===== config.mk =====
export PLATFORM = sky130hd
export DESIGN_NAME = cl_mcl_reg_endpoint
export DESIGN_NICKNAME = d
export VERILOG_FILES = /design/src/rtl/cl_mcl_reg_endpoint.sv
export SDC_FILE = /design/constraint.sdc
export NUM_CORES = 1
export LEC_CHECK = 0
export BUFFER_PORTS_ARGS = -buffer_cell sky130_fd_sc_hd__buf_2
export CAP_MARGIN = 15
export CORE_MARGIN = 5
export CORE_UTILIZATION = 55
export DETAILED_ROUTE_END_ITERATION = 10
export PLACE_DENSITY = 0.76
export SYNTH_ARGS = -nofsm -noshare
export SYNTH_HDL_FRONTEND = slang
export SYNTH_SLANG_ARGS = --single-unit

===== constraint.sdc =====
create_clock -name clk_main_a0 -period 22.1 [get_ports clk_main_a0]
set_input_delay 4.42 -clock clk_main_a0 [delete_from_list [all_inputs] [get_ports clk_main_a0]]
set_output_delay 4.42 -clock clk_main_a0 [all_outputs]
set_load 0.02 [all_outputs]

===== src/rtl/cl_mcl_reg_endpoint.sv =====
// MCL request endpoint: decodes 80-bit request packets as register reads or
// writes against a local scratch register file plus a read-only packet
// counter, and returns read data or error responses through a 2-entry FIFO.
//
// Handshake semantics (both channels): a request transfers on a rising edge
// where v_i & ready_o; a response transfers on a rising edge where yumi_i is
// high, and yumi_i may only be raised while v_o is high. ready_o never depends
// on v_i, and v_o/data_o never depend on yumi_i.
module cl_mcl_reg_endpoint #(
  parameter int unsigned data_width_p = 80,
  parameter int unsigned els_p        = 16,
  parameter logic [7:0]  node_id_p    = 8'h00
) (
  input  logic                    clk_main_a0,
  input  logic                    rst_main_n,
  input  logic                    en_i,
  input  logic                    v_i,
  input  logic [data_width_p-1:0] data_i,
  output logic                    ready_o,
  output logic                    v_o,
  output logic [data_width_p-1:0] data_o,
  input  logic                    yumi_i,
  output logic [31:0]             pkt_count_o,
  output logic                    dbg_state_o
);

  if (data_width_p != 80) begin : g_bad_width
    $error("cl_mcl_reg_endpoint: data_width_p must be 80");
  end
  if (els_p < 2 || els_p > 256 || (els_p & (els_p - 1)) != 0) begin : g_bad_els
    $error("cl_mcl_reg_endpoint: els_p must be a power of 2 in 2..256");
  end

  localparam int unsigned idx_w   = $clog2(els_p);
  localparam logic [29:0] cnt_idx = 30'(els_p);
  localparam logic [7:0]  op_write = 8'h01;
  localparam logic [7:0]  op_read  = 8'h02;
  localparam logic [7:0]  op_rdrsp = 8'h03;
  localparam logic [7:0]  op_err   = 8'hFF;

  typedef enum logic {
    S_IDLE   = 1'b0,
    S_ACCESS = 1'b1
  } state_e;

  logic [1:0]  rst_sync_q;
  logic        rst_n;
  state_e      state_q, state_d;
  logic [79:0] req_q;
  logic [31:0] pkt_count_q;
  logic [31:0] regs_q [els_p];
  logic [79:0] fifo_q [2];
  logic        wr_ptr_q, rd_ptr_q;
  logic [1:0]  fcnt_q;

  logic        ready_c, accept, full, deq, enq, reg_we;
  logic [79:0] enq_data;
  logic [7:0]  req_op;
  logic [31:0] req_addr;
  logic [29:0] word_idx;
  logic        is_scratch, is_counter;
  logic [idx_w-1:0] reg_idx;

  // Reset synchronizer: asserts immediately, releases two clocks after rst_main_n rises.
  always_ff @(posedge clk_main_a0 or negedge rst_main_n) begin
    if (!rst_main_n) rst_sync_q <= 2'b00;
    else             rst_sync_q <= {rst_sync_q[0], 1'b1};
  end
  assign rst_n = rst_sync_q[1];

  assign req_op     = req_q[71:64];
  assign req_addr   = req_q[63:32];
  assign word_idx   = req_q[63:34];
  assign is_scratch = word_idx < cnt_idx;
  assign is_counter = word_idx == cnt_idx;
  assign reg_idx    = word_idx[idx_w-1:0];

  assign full   = fcnt_q == 2'd2;
  assign accept = v_i & ready_c;
  assign deq    = yumi_i & v_o;

  // Next-state and decode: IDLE waits for a request, ACCESS performs it in one cycle.
  always_comb begin
    state_d  = state_q;
    ready_c  = 1'b0;
    enq      = 1'b0;
    enq_data = '0;
    reg_we   = 1'b0;
    case (state_q)
      S_IDLE: begin
        ready_c = rst_n & en_i & ~full;
        if (v_i && ready_c) state_d = S_ACCESS;
      end
      S_ACCESS: begin
        state_d = S_IDLE;
        if (req_op == op_write && (is_scratch || is_counter)) begin
          // Writes to the counter index are silently dropped.
          reg_we = is_scratch;
        end else if (req_op == op_read && (is_scratch || is_counter)) begin
          enq      = 1'b1;
          enq_data = {node_id_p, op_rdrsp, req_addr,
                      is_counter ? pkt_count_q : regs_q[reg_idx]};
        end else begin
          enq      = 1'b1;
          enq_data = {node_id_p, op_err, req_addr, 24'h0, req_op};
        end
      end
      default: state_d = S_IDLE;
    endcase
  end

  // State register, request latch and accepted-packet counter.
  always_ff @(posedge clk_main_a0 or negedge rst_n) begin
    if (!rst_n) begin
      state_q     <= S_IDLE;
      req_q       <= '0;
      pkt_count_q <= '0;
    end else begin
      state_q <= state_d;
      if (accept) begin
        req_q       <= data_i[79:0];
        pkt_count_q <= pkt_count_q + 32'd1;
      end
    end
  end

  // Scratch register file.
  always_ff @(posedge clk_main_a0 or negedge rst_n) begin
    if (!rst_n) begin
      for (int i = 0; i < int'(els_p); i++) regs_q[i] <= '0;
    end else if (reg_we) begin
      regs_q[reg_idx] <= req_q[31:0];
    end
  end

  // Two-entry response FIFO; overflow is impossible because ready_o is gated on full.
  always_ff @(posedge clk_main_a0 or negedge rst_n) begin
    if (!rst_n) begin
      fifo_q[0] <= '0;
      fifo_q[1] <= '0;
      wr_ptr_q  <= 1'b0;
      rd_ptr_q  <= 1'b0;
      fcnt_q    <= 2'd0;
    end else begin
      if (enq) begin
        fifo_q[wr_ptr_q] <= enq_data;
        wr_ptr_q         <= ~wr_ptr_q;
      end
      if (deq) rd_ptr_q <= ~rd_ptr_q;
      fcnt_q <= fcnt_q + {1'b0, enq} - {1'b0, deq};
    end
  end

  assign ready_o     = ready_c;
  assign v_o         = fcnt_q != 2'd0;
  assign data_o      = fifo_q[rd_ptr_q];
  assign pkt_count_o = pkt_count_q;
  assign dbg_state_o = state_q;

  a_yumi_only_when_valid: assert property (
    @(posedge clk_main_a0) disable iff (!rst_n) (yumi_i |-> v_o));

endmodule

==> results of run 1 <==
[worst max-delay path by stage]
| stage | startpoint | endpoint | slack (ns) |
|---|---|---|---|
| after floorplan | rst_sync_q[1] | ready_o | 7.36 |
| after global placement | en_i | ready_o | 12.70 |
| after detailed placement | en_i | ready_o | 12.69 |
| after CTS | en_i | ready_o | 12.68 |
| after global routing | en_i | ready_o | 12.62 |
| final | en_i | ready_o | 12.67 |
[critical path: stages]
cell and delay [ns]:
buf_2 0.07, nor2b_1 0.16, and3_1 0.19, buf_2 0.17
[synth_stat cells (17+ instances only)]
master      n
o211ai_1   23
mux2i_1    72
nor2_1     23
xnor2_1    25
nand3_1    17
nand4_1    18
clkbuf_1   83
buf_2      49
o21ai_0    64
mux2_1     23
dfrtp_1   755
mux2_2    627
mux4_2    121
buf_4      27
nand2_1   336
buf_1      31
[through the flow]
step,utilization (%),hold slack (ns),cells,setup WS [ns]
after floorplan,-,0.331,2415,7.36
after global placement,57.9,0.334,3226,12.70
after detailed placement,57.9,0.336,3226,12.69
after CTS,62.5,0.350,3371,12.68
after global routing,62.5,0.369,3371,12.62
final,62.5,0.336,3373,12.67
[layer usage]
layer	global-route usage, %	wire length [µm]	up-vias
met5	0	0	-
met4	7.24	2000	0
met3	6.56	6060	130
met2	40.9	40700	626
met1	34.3	35000	10900
li1	-	-	8827
[sequential cells by signal, summed over array words and instances (netlist names)]
| name | count |
|---|---|
| rst_sync_q | 2 |
| regs_q | 512 |
| fcnt_q | 2 |
| wr_ptr_q | 1 |
| rd_ptr_q | 1 |
| pkt_count_o | 32 |
| dbg_state_o | 1 |
| req_q | 72 |
| fifo_q | 132 |
[cell usage in the layout, fill, tap and decap left out, types with 5 or more instances in the layout]
cell        netlist  routed
nor2b_1           7       7
nand3_2          10      17
xnor2_1          25      25
mux2_1           23      23
clkbuf_16         0      83
mux2_2          627     627
o21ai_0          64      64
mux4_2          121     121
mux2i_1          72      72
nand3_1          17      10
conb_1            2       9
a21oi_1           8       8
xor2_1            9       9
clkinvlp_4        0       7
clkbuf_1         83      12
buf_4            27      37
buf_2            49     183
inv_1             7       6
dfrtp_1         755     749
clkbuf_8          0      23
nand2_1         336     336
bufinv_16         0       5
clkinv_2          0      10
nor2_1           23      22
and3_1           10      10
nand4_1          18      18
a22o_1           10      10
nor4_1            6       6
nor3_1            8       8
o211ai_1         23      23
[cells by family (layout without fill, tap and decap cells)]
| group | count (synthesis) | count (layout) | share of synthesized area (%) |
|---|---|---|---|
| buffers and inverters | 200 | 374 | 2.78 |
| DFF | 755 | 755 | 56.2 |
| AOI/OAI and AO/OA | 120 | 120 | 2.26 |
| adders and majority gates | 2 | 2 | 0.0744 |
| muxes | 843 | 843 | 32.0 |
| xor gates and xnor gates | 34 | 34 | 0.885 |
| and+or+nand+nor | 452 | 452 | 5.82 |
| other | 2 | 11 | 0.0223 |
[where the power goes]
| group | internal, mW | switching [mW] | leakage [nW] |
|---|---|---|---|
| logic | 0.333 | 0.490 | 7.36 |
| registers | 1.52 | 0.255 | 10.3 |
| clock network | 0.825 | 0.549 | 1.34 |
[final cells by class]
type	instances	share of cell area [%]
diodes	2	0.0132
clock buffers	118	6.45
clock inverters	27	0.814
inverters	7	0.0695
multi-input cells	1460	36.8
flip-flops and latches	755	50.0
well taps	782	2.59
repair buffers	222	3.26
==> flow_metrics.py, run 1 <==
metrics = {
    "sta": {
        "setup-tns-final_ns": 0,
        "rsz0062_at_grt": "no",
        "hold_viol": 0,
        "slew_headroom_pct": 30.9,
        "clock-skew-final_ns": 0.0259,
        "drv_slew": 0,
        "setup_viol": 0,
        "worst_pin_slew_ns": 1.03,
        "max_freq_mhz": 106,
        "fin_crit_ns": 9.43,
        "fin_crit_sh_pct": 42.7,
    },
    "floorplan": {
        "start_util_pct": 55.6,
        "core_um2": 60500,
        "die_x_um": 257,
        "ioPinCount": 200,
        "row_count": 90,
        "fp.dieArea_um2": 66200,
        "fp.dieH_um": 257,
    },
    "drt": {
        "via_per_inst": 6.07,
        "drt-total-wl_um": 83700,
        "wire_per_inst_um": 24.8,
        "drc": 0,
        "detail-route-antenna-nets": 0,
        "num_vias": 20500,
        "drt_iter0_drc": 1622,
        "drtPass1Iterations": 5,
    },
    "synth": {
        "synth_top_area_share_pct": 56.2,
        "syn_area_per_cell_um2": 14.0,
        "yosys.area.top_type": "dfrtp_1",
        "postSynth.asyncResetShare_pct": 100,
        "ys_warn_count": 0,
        "yosysUniqueCellTypes": 49,
        "synth_area_leaders": "dfrtp_1 56%, mux2_2 21%, mux4_2 8.1%",
        "netlist_area_um2": 33600,
        "ys_seq_elements": 755,
        "ys_seq_area_share_pct": 56.2,
        "synth_enable_flop_cells": 0,
        "synth_ff_type": "dfrtp_1",
        "synth_cells": 2408,
    },
    "layout": {
        "drive_above_1_share_pct": 43.8,
        "regArea_um2": 18900,
        "fin_nets": 2612,
        "multi_input_area_um2": 13900,
        "syn2layout_area_growth_pct": 12.3,
        "fillers": 4405,
        "design_area_um2": 37800,
    },
    "cts": {
        "htree_num_levels": 3,
        "clk_latency_ns": 0.62,
        "cts_num_sinks": 755,
        "clk_pin_slew_ns": 0.06,
        "clock_path_buffers": 3,
        "holdBufCountCts": 0,
        "post-cts-setup-buffers": 0,
        "cts_tree": "built",
        "ctsResizeCount": 0,
        "cts_buffers": 79,
        "clockRootBuffer": "clkbuf_16",
    },
    "worst_setup_path": {
        "arrival_ns": 5.01,
        "critPathMaxFanout": 2,
        "r2r-end": "regs_q[214]",
        "crit_required_ns": 17.68,
        "worstRegToRegCells": 6,
        "worst_setup_path_end_kind": "output pin",
        "worst_r2r_startpoint": "req_q[43]",
        "reg2reg_slack_ns": 18.23,
        "path_class": "in -> out",
        "startpoint_type": "input port",
    },
    "power": {
        "power_mw": 3.97,
        "p_per_area_nw_per_um2": 105,
        "irDropWorstVdd_uv": 91.4,
        "p_leak_nw": 19.0,
    },
    "placement": {
        "placed_cell_area_um2": 35000,
        "dp_hpwl_um": 49700,
        "portBuffers": 183,
        "gp_congestion": 0.832,
    },
    "global_routing": {
        "grt_overflow": 0,
        "grt_pass1_vias": 21800,
        "grt_max_degree": 179,
        "grt_pass1_wl_um": 131000,
        "grt_usage_pct": 25.3,
        "grt_antenna_before_repair": 1,
    },
    "run_status": {
        "status": "finished clean",
    },
    "hold_path": {
        "hold_class": "reg -> async",
    },
    "flow_run": {
        "drv_cap": 0,
    },
}
Power figures use the tool's default switching activity.
==> run 2: changes to the inputs <==
--- a/config.mk
+++ b/config.mk
@@ -8,9 +8,9 @@
 export BUFFER_PORTS_ARGS = -buffer_cell sky130_fd_sc_hd__buf_2
 export CAP_MARGIN = 15
 export CORE_MARGIN = 5
-export CORE_UTILIZATION = 55
+export CORE_UTILIZATION = 61
 export DETAILED_ROUTE_END_ITERATION = 10
-export PLACE_DENSITY = 0.76
+export PLACE_DENSITY = 0.8
 export SYNTH_ARGS = -nofsm -noshare
 export SYNTH_HDL_FRONTEND = slang
 export SYNTH_SLANG_ARGS = --single-unit
==> constraint.sdc (replaced) <==
create_clock -name clk_main_a0 -period 9.2 [get_ports clk_main_a0]
set_input_delay 1.84 -clock clk_main_a0 [delete_from_list [all_inputs] [get_ports clk_main_a0]]
set_output_delay 1.84 -clock clk_main_a0 [all_outputs]
set_load 0.02 [all_outputs]
==> run 2 against run 1 <==
- via count is 0.79% higher
- sequential power increased by 140%
- register-to-register slack got worse by 13 ns
- first-iteration DRC count down 0.86%
- largest cell class unchanged
- power grew 130%
- routed wire length is essentially flat
- clock power is 120% higher
- global-route usage increased by 2.9 points
==> flow_metrics.py, run 2 (synthesized netlist as in run 1, its figures left out) <==
metrics = {
    "cts": {
        "cts_tree": "built",
        "post-cts-setup-buffers": 0,
        "ctsResizeCount": 0,
        "htree_num_levels": 3,
        "holdBufCountCts": 0,
        "clockRootBuffer": "clkbuf_16",
        "cts_num_sinks": 755,
        "cts_buffers": 76,
        "clk_latency_ns": 0.60,
        "clk_pin_slew_ns": 0.06,
        "clock_path_buffers": 3,
    },
    "worst_setup_path": {
        "crit_slowest_cell": "dfrtp_2",
        "cp_top_family": "flip-flops",
        "r2r-end": "fifo_q[10]",
        "crit_buf_inv": 2,
        "max_stage_delay_ns": 0.99,
        "critPathMaxFanout": 36,
        "cp_cell_sequence": "buf_4 -> o21ai_0 -> buf_2",
        "startpoint_type": "register",
        "worst_r2r_startpoint": "req_q[34]",
        "path_class": "reg -> out",
        "worstRegToRegCells": 7,
        "crit_required_ns": 7.36,
        "arrival_ns": 2.88,
        "worst_setup_path_end_kind": "output pin",
        "reg2reg_slack_ns": 5.08,
    },
    "global_routing": {
        "grt_pass1_vias": 22000,
        "met2_usage_pct": 43.7,
        "grtUsageMet3_pct": 5.43,
        "grt_max_degree": 170,
        "grt_pass1_wl_um": 131000,
        "grt_antenna_before_repair": 1,
        "grt_usage_pct": 28.2,
        "use_met1_pct": 40.4,
        "grt_overflow": 0,
        "grt_busiest_layer": "met2",
    },
    "drt": {
        "num_vias": 20600,
        "via_per_inst": 6.28,
        "drt-total-wl_um": 83600,
        "drc": 0,
        "detail-route-antenna-nets": 0,
        "drtPass1Iterations": 5,
        "drt_iter0_drc": 1608,
        "wire_per_inst_um": 25.5,
    },
    "layout": {
        "final_common_cell": "dfrtp_1",
        "fillers": 3671,
        "mostFrequentLayoutCells": "749 x dfrtp_1, 627 x mux2_2, 336 x nand2_1",
        "final_util_pct": 68.3,
        "regMostFlops": "regs_q",
        "fin_nets": 2612,
        "design_area_um2": 37500,
        "syn2layout_area_growth_pct": 11.5,
        "top_regs": "regs_q x512, fifo_q x132, req_q x72",
        "diodes": 0,
        "drive_above_1_share_pct": 43.4,
        "layoutNonFillerInstCount": 3285,
        "largest_register_ffs": 512,
    },
    "sta": {
        "slew_headroom_pct": 31.0,
        "setup_viol": 0,
        "clock-skew-final_ns": 0.0198,
        "hold_viol": 0,
        "drv_slew": 0,
        "worst_pin_slew_ns": 1.03,
        "fin_crit_sh_pct": 51.3,
        "hold_ws_ns": 0.328,
        "rsz0062_at_grt": "no",
        "max_freq_mhz": 212,
        "fin_ws_ns": 4.48,
        "setup-tns-final_ns": 0,
        "fin_crit_ns": 4.72,
    },
    "hold_path": {
        "hold_class": "reg -> async",
    },
    "power": {
        "p_leak_nw": 18.9,
        "power_mw": 9.30,
        "irDropWorstVdd_uv": 192,
        "p_per_area_nw_per_um2": 248,
    },
    "floorplan": {
        "row_count": 86,
        "fp.dieArea_um2": 59900,
        "start_util_pct": 61.3,
        "fp.dieH_um": 245,
        "core_um2": 54900,
        "die_x_um": 245,
        "ioPinCount": 200,
    },
    "placement": {
        "portBuffers": 183,
        "dp_hpwl_um": 50000,
        "gp_congestion": 0.803,
        "placed_cell_area_um2": 35000,
        "dpl.cell_count": 3149,
        "dp_slack_ns": 4.86,
    },
    "flow_run": {
        "drv_cap": 0,
    },
    "run_status": {
        "status": "finished clean",
    },
}
[run 2: cell count changes in the layout (fill, tap and decap cells not counted), moves of 2 or more]
| cell | previous run | this run |
|---|---|---|
| buf_16 | 0 | 2 |
| clkbuf_16 | 83 | 79 |
| clkbuf_1 | 12 | 17 |
| bufinv_16 | 5 | 3 |
| clkinv_2 | 10 | 12 |
| clkinvlp_4 | 7 | 0 |
| clkinv_4 | 3 | 1 |
| clkbuf_8 | 23 | 21 |
| diode_2 | 2 | 0 |
[run 2: power breakdown]
| group | internal [mW] | switching (mW) | leakage [nW] |
|---|---|---|---|
| sequential | 3.65 | 0.619 | 10.3 |
| clock | 1.82 | 1.26 | 1.24 |
| combinational | 0.804 | 1.15 | 7.39 |
[run 2: worst max-delay path by stage]
stage               cells past startpoint           from              end  slack (ns)
detailed placement                     10           en_i   pkt_count_o[8]        4.86
CTS                                     3       rd_ptr_q       data_o[66]        4.46
floorplan                               5  rst_sync_q[1]  pkt_count_o[26]        0.81
finish                                  3       rd_ptr_q       data_o[68]        4.48
global route                            4       rd_ptr_q       data_o[66]        4.37
global placement                       10           en_i   pkt_count_o[8]        4.88
[run 2: routing by layer]
| metal | up-vias | wire length [µm] | part of all wire (%) |
|---|---|---|---|
| li1 | 8820 | - | - |
| met1 | 10900 | 35400 | 42 |
| met2 | 721 | 39300 | 47 |
| met3 | 200 | 5900 | 7.0 |
| met4 | 2 | 3030 | 3.6 |
| met5 | - | 19 | 0.023 |
[run 2: area by class of cell]
cell class / count / area [µm²] / area share (%)
Multi-Input combinational cell: 1460 / 13900 / 37.0
Clock buffer: 117 / 2330 / 6.21
Timing Repair Buffer: 225 / 1300 / 3.46
Inverter: 7 / 27.5 / 0.0734
Sequential cell: 755 / 18900 / 50.4
Clock inverter: 17 / 171 / 0.457
Tap cell: 704 / 881 / 2.35
